==> src/rtl/shift_ctrl_pkg.sv <==
// shift_ctrl_pkg: state encoding and width limits shared by the shift sequencer.
package shift_ctrl_pkg;
    typedef enum logic [1:0] {
        IDLE  = 2'd0,
        SHIFT = 2'd1,
        DONE  = 2'd2
    } state_t;
    localparam int WIDTH_MIN = 2;
    localparam int WIDTH_MAX = 16;
endpackage

==> src/rtl/shift_reg_en.sv <==
// shift_reg_en: enable-gated serial-in/parallel-out register, shift direction set by LSB_FIRST.
module shift_reg_en #(
    parameter int WIDTH     = 4,
    parameter bit LSB_FIRST = 1'b0
) (
    input  logic             clk,
    input  logic             rst,
    input  logic             clr,
    input  logic             en,
    input  logic             din,
    output logic [WIDTH-1:0] q
);
    always_ff @(posedge clk or posedge rst) begin
        if (rst)
            q <= '0;
        else if (clr)
            q <= '0;
        else if (en)
            q <= LSB_FIRST ? {din, q[WIDTH-1:1]} : {q[WIDTH-2:0], din};
    end
endmodule

==> src/rtl/shift_seq_ctrl.sv <==
// shift_seq_ctrl: serializes a parallel word onto o_SD/o_SEN with stall support
// and rebuilds it in a loopback register for o_Q.
module shift_seq_ctrl
    import shift_ctrl_pkg::*;
#(
    parameter int WIDTH     = 4,
    parameter bit LSB_FIRST = 1'b0
) (
    input  logic             i_CLK,
    input  logic             i_RST,
    input  logic             i_VALID,
    input  logic [WIDTH-1:0] i_DATA,
    output logic             o_READY,
    input  logic             i_STALL,
    output logic             o_SD,
    output logic             o_SEN,
    output logic             o_BUSY,
    output logic             o_DONE,
    output logic [WIDTH-1:0] o_Q
);
    localparam int CW = $clog2(WIDTH);
    localparam logic [CW-1:0] LAST = CW'(WIDTH - 1);

    state_t state, state_n;
    logic [CW-1:0] cnt, idx;
    logic [WIDTH-1:0] load;
    logic hs, last;

    assign o_READY = (state == IDLE) && !i_RST;
    assign hs      = i_VALID && o_READY;
    assign last    = cnt == LAST;
    assign o_SEN   = (state == SHIFT) && !i_STALL;
    assign o_BUSY  = state != IDLE;
    assign o_DONE  = state == DONE;

    always_comb begin
        idx     = LSB_FIRST ? cnt : LAST - cnt;
        o_SD    = (state == SHIFT) && load[idx];
        state_n = (state == IDLE)  ? (hs ? SHIFT : IDLE) :
                  (state == SHIFT) ? ((o_SEN && last) ? DONE : SHIFT) : IDLE;
    end

    always_ff @(posedge i_CLK or posedge i_RST) begin
        if (i_RST)
            state <= IDLE;
        else
            state <= state_n;
    end

    // cnt parks at WIDTH-1 after the last bit so it never wraps inside a word
    always_ff @(posedge i_CLK or posedge i_RST) begin
        if (i_RST) begin
            cnt  <= '0;
            load <= '0;
        end else if (hs) begin
            cnt  <= '0;
            load <= i_DATA;
        end else if (o_SEN && !last) begin
            cnt  <= cnt + 1'b1;
        end
    end

    shift_reg_en #(.WIDTH(WIDTH), .LSB_FIRST(LSB_FIRST)) u_loop (
        .clk (i_CLK),
        .rst (i_RST),
        .clr (hs),
        .en  (o_SEN),
        .din (o_SD),
        .q   (o_Q)
    );
endmodule

==> config.mk <==
export PLATFORM = sky130hd
export DESIGN_NAME = shift_seq_ctrl
export DESIGN_NICKNAME = d
export VERILOG_FILES = /design/src/rtl/shift_ctrl_pkg.sv /design/src/rtl/shift_reg_en.sv /design/src/rtl/shift_seq_ctrl.sv
export SDC_FILE = /design/constraint.sdc
export NUM_CORES = 1
export LEC_CHECK = 0
export CAP_MARGIN = 20
export CORE_UTILIZATION = 38
export DETAILED_ROUTE_END_ITERATION = 16
export PLACE_DENSITY = 0.7
export SETUP_SLACK_MARGIN = 0.15
export SLEW_MARGIN = 20
export SYNTH_ARGS = -nofsm -noshare
export SYNTH_HDL_FRONTEND = slang
export SYNTH_SLANG_ARGS = --single-unit
==> constraint.sdc <==
create_clock -name i_CLK -period 1.4 [get_ports i_CLK]
set_input_delay 0.28 -clock i_CLK [delete_from_list [all_inputs] [get_ports i_CLK]]
set_output_delay 0.28 -clock i_CLK [all_outputs]
set_load 0.02 [all_outputs]
* After elaboration in Yosys (flattened, before gate mapping)
Cells that the tools add are included.
** Word-level totals
- Memory bits (read-only) :: 0
- Memories kept :: 0
- Register bits :: 12
- Bits of input ports :: 8
- Word-level logic and storage cells :: 33
- Bits in latches :: 0
- Bits in writable memories :: 0
- Output and inout bits :: 9
** Cells by class
- Bitwise gates (word level) :: 0
- Add/sub/neg operators :: 2
- Reductions and logical operators :: 13
- Order comparisons :: 1
- Multipliers :: 0
- Shift-type cells :: 0
- Divide/modulo/power cells :: 0
- Equal/unequal tests :: 3
- Multiplexer cells :: 10
** Operators by type and width (count)
- $mux W2 :: 5
- $mux W4 :: 2
- $logic_and A1 B1 Y1 :: 6
- $reduce_bool A2 Y1 :: 3
- $eq A2 B2 Y1 const B :: 2
- $logic_not A1 Y1 :: 3
- $lt A2 B3 Y1 const B :: 1
- $add A2 B1 Y2 const B :: 1
- $bmux W1 S2 :: 1
- $eq A2 B1 Y1 const B :: 1
- $logic_not A2 Y1 :: 1
- $mux W1 :: 2
- $sub A2 B2 Y2 const A :: 1

* Logic depth before layout (Yosys ltp)
- Word-level depth :: 6
- Depth in mapped cells :: 5
- Depth with buffers taken out :: 5

* Cells and area by module
Synthesis repeated with hierarchy kept, for this count alone.
** Unflattened totals
- Cell total of the unflattened synthesis :: 52
- Area total of the unflattened synthesis :: 564.3 sq um
** By module, submodules not included
- shift_seq_ctrl :: area an instance 400.4 sq um, cells an instance 38, sequential area each 200.2 sq um, instances 1
- shift_reg_en :: area an instance 163.9 sq um, cells an instance 14, sequential area each 100.1 sq um, instances 1

* Worst setup path before layout
OpenSTA, ideal clock, no wires.
- Path type :: register to register
- Start :: register cnt[0]
- End :: register cnt[0]
- Data arrival time :: 1325 ps
- Required time :: 1275 ps
- Clock period less this slack :: 1450 ps
- Stages on the path, launching flop included :: 5
- Path slack :: -50 ps
- Library setup time :: 125 ps
- Path buffers :: 0
- Path through :: dfrtp_1 ha_1 nor4b_1 nor2_1 mux2_2
** On the way
- Cells in the longest elaborated chain, start to end :: 4
- Elaborated cells between the ends (all ways) :: 7
- Classes of those cells :: add/sub (1); eq/ne (1); mux (2); reduce/logical (3)
** Ends and longest elaborated chain
- from (decl) :: RTL line shift_seq_ctrl.sv:25 : logic [CW-1:0] cnt, idx;
- from (signal assigned) :: RTL line shift_seq_ctrl.sv:59 : cnt <= cnt + 1'b1;
- parallel branches: the longest is 4 deep, another holds $add A2 B1 Y2
Several ways; the timed one is not identified. The select of a mux whose other input is x is not followed.
A chain may end at the register's enable or synchronous reset.

* Final worst setup path
- Start :: register cnt[0]
- End :: output o_SD
** On the way
- Cells in the longest elaborated chain, start to end :: 4
** Ends and longest elaborated chain
- $sub A2 B2 Y2 :: RTL line shift_seq_ctrl.sv:37 : idx = LSB_FIRST ? cnt : LAST - cnt;
- $bmux W1 S2 :: RTL line shift_seq_ctrl.sv:38 : o_SD = (state == SHIFT) && load[idx];
- $mux W1 (implied by the code) :: RTL line shift_seq_ctrl.sv:38
- $logic_and A1 B1 Y1 :: RTL line shift_seq_ctrl.sv:38
- to (decl) :: RTL line shift_seq_ctrl.sv:15 : output logic o_SD,
No other way between the ends. The select of a mux whose other input is x is not followed.

==> metrics.csv <==
metric,value,unit
outcome,"complete, but fails checks",
violations,negative setup slack,
mostFrequentLayoutCells,"buf_6, dfrtp_1, buf_4, clkdlybuf4s50_1, mux2_4",
worst_pin_slew,0.2485,ns
seq_area_frac_synth,0.5581,
cts_tree,yes,
antenna_cells,0,
fin_crit,1.602,ns
post-route-drc-count,0,
grt_usage,0.1880,
fin_cells,91,
regArea,302.8,sq um
final.setup_skew,0.006731,ns
drive_above_1_share,0.6316,
syn_nets,49,
grt_overflow,0,
fin_ws,-0.2017,ns
pre_cts_slack,-0.5099,ns
cp-end-kind,output pin,
io_buffers,16,
power_per_cell_area,2206,mW/mm^2
clockPowerShare,0.102,
ios,17,
multi_input_comb_area,324.1,sq um
wire_per_inst,14.05,microns
yosys_warnings,0,
hold_viol,0,
setup_violations,11,
grt_max_degree,13,
final_nets,86,
dieWidth,39.63,microns
dpl.cell_count,82,
p_seq_frac,0.290,
relSlewSlack,0.8336,
finalCritPeriodShare,1.144,
swShare,0.3590,
cp_max_fo,3,
gp_congestion,0.7001,
syn_inst,40,
layout_commonest_cell,buf_6,
power.leakage,0.4623,nW
netSwitchingPower,0.7849,mW
cellInternalPower,1.401,mW
antenna_left,0,
combPwrFrac,0.608,
crit_path_start_kind,flip-flop,
synth-seq-cells,12,
wirelength,1279,microns
viasPerCell,4.868,
clk_pin_slew,0.08,ns
rsz0062_at_grt,yes,
finalMaxSlewViolations,0,
first_iter_violations,3,
arrival,1.32,ns
die_h,39.63,microns
htree_levels,1,
vdd_ir_drop_max,1121,uV
area_delta_synth_final,84.19,%
syn_avg_cell_area,13.45,sq um
cts.sinks,12,
hold_class,input port to async pin,
required,1.12,ns
clockBufferDepth,2,
synth.cell_area,538.0,sq um
nFillCells,82,
die_area,0.001570,sq mm
core-area,0.001301,sq mm
cts_buffers,3,
cts_root_buf,clkbuf_4,
fp-row-count,13,
fmax,624.3,MHz
fin_tns_setup,-0.8705,ns
vias,443,
start_util,0.4135,
dr.pass1.iters,2,
path_class,flip-flop to output pin,
synth.distinct_cells,17,
clk_latency,0.27,ns
grt_pass1_vias,400,
antenna_found_initial,0,
maxCapViolCount,0,
dpl.hpwl,830.5,microns
grt_first_pass_wirelength,1849,microns
power by group through the flow:
stage,combinational [mW],clock (mW),sequential (mW)
floorplan,0.509,0,0.679
global placement,1.02,0,0.609
detailed placement,1.04,0,0.617
CTS,1.22,0.232,0.619
global route,1.43,0.241,0.652
finish,1.33,0.223,0.634
per-stage QoR:
| step | hold WS, ns | area (sq um) | total power, mW | utilization |
|---|---|---|---|---|
| detailed placement | 0.4877 | 838.3 | 1.658 | 0.6442 |
| global route | 0.2481 | 991.0 | 2.320 | 0.7615 |
| global placement | 0.4873 | 838.3 | 1.632 | 0.6442 |
| CTS | 0.2080 | 953.4 | 2.068 | 0.7327 |
| finish | 0.2126 | 991.0 | 2.186 | 0.7615 |
| floorplan | 0.1446 | 576.8 | 1.188 | - |
cell usage after synthesis:
library cell	number	share of area
or2_1	1	0.012
nor2b_1	1	0.012
ha_1	1	0.023
inv_1	1	0.0070
mux2i_1	2	0.037
nor4b_1	1	0.016
or2_2	1	0.012
o21bai_1	1	0.014
a22o_1	4	0.065
inv_2	1	0.0070
nor4b_4	1	0.044
and2_1	1	0.012
nor2_1	4	0.028
mux2_2	6	0.13
o2bb2ai_1	1	0.016
nand2b_1	1	0.012
dfrtp_1	12	0.56
repair_timing:
item,CTS,global route
setup buffers,4,1
hold buffers,0,0
pin swaps,4,3
endpoints found under the setup margin,20,17
resized for setup,54,11
cells by family (layout without fill, tap and decap cells):
family / after synthesis / after routing / synth area share
buf+inv: 2 / 38 / 0.01394
mux: 8 / 8 / 0.1628
compound gates: 6 / 6 / 0.09535
simple gates: 11 / 11 / 0.1465
flops: 12 / 12 / 0.5581
fa+ha+maj: 1 / 1 / 0.02325
worst max-delay path, cell delays in order (launching register included):
cell and delay [ns]:
dfrtp_2 0.44, mux2i_1 0.13, mux2_4 0.29, nor2_4 0.08, buf_6 0.12
registers in the layout, summed over array words and instances (netlist names):
register / cells
load: 4
state: 2
cnt: 2
u_loop.q: 4
cell type report:
class                      count  share of cell area
clock buffer                   4             0.02652
inverter                       2             0.01010
multi-input combinational     26              0.3270
sequential                    12              0.3056
tap                           15             0.01894
timing repair buffer          32              0.3119
layer usage:
| metal | wire (microns) | GRT usage | vias to the layer above |
|---|---|---|---|
| met5 | 0 | 0 | - |
| met4 | 17 | 0.1034 | 0 |
| met3 | 24 | 0.01705 | 2 |
| met2 | 693 | 0.3156 | 8 |
| met1 | 543 | 0.2336 | 212 |
| li1 | - | - | 221 |
worst paths after layout:
| check | from | end | slack [ns] | depth (start not counted) |
|---|---|---|---|---|
| worst max-delay path | cnt[0] | o_SD | -0.20 | 4 |
| worst min-delay path | i_RST | state[1] | 0.21 | 3 |
| worst max register to register | cnt[0] | cnt[0] | -0.12 | 6 |
| worst min register to register | u_loop.q[3] | u_loop.q[3] | 0.50 | 1 |
| max in group asynchronous | i_RST | cnt[0] | 1.01 | 3 |
| min in group i_CLK | u_loop.q[3] | u_loop.q[3] | 0.50 | 1 |
(Power assumes the default switching activity.)
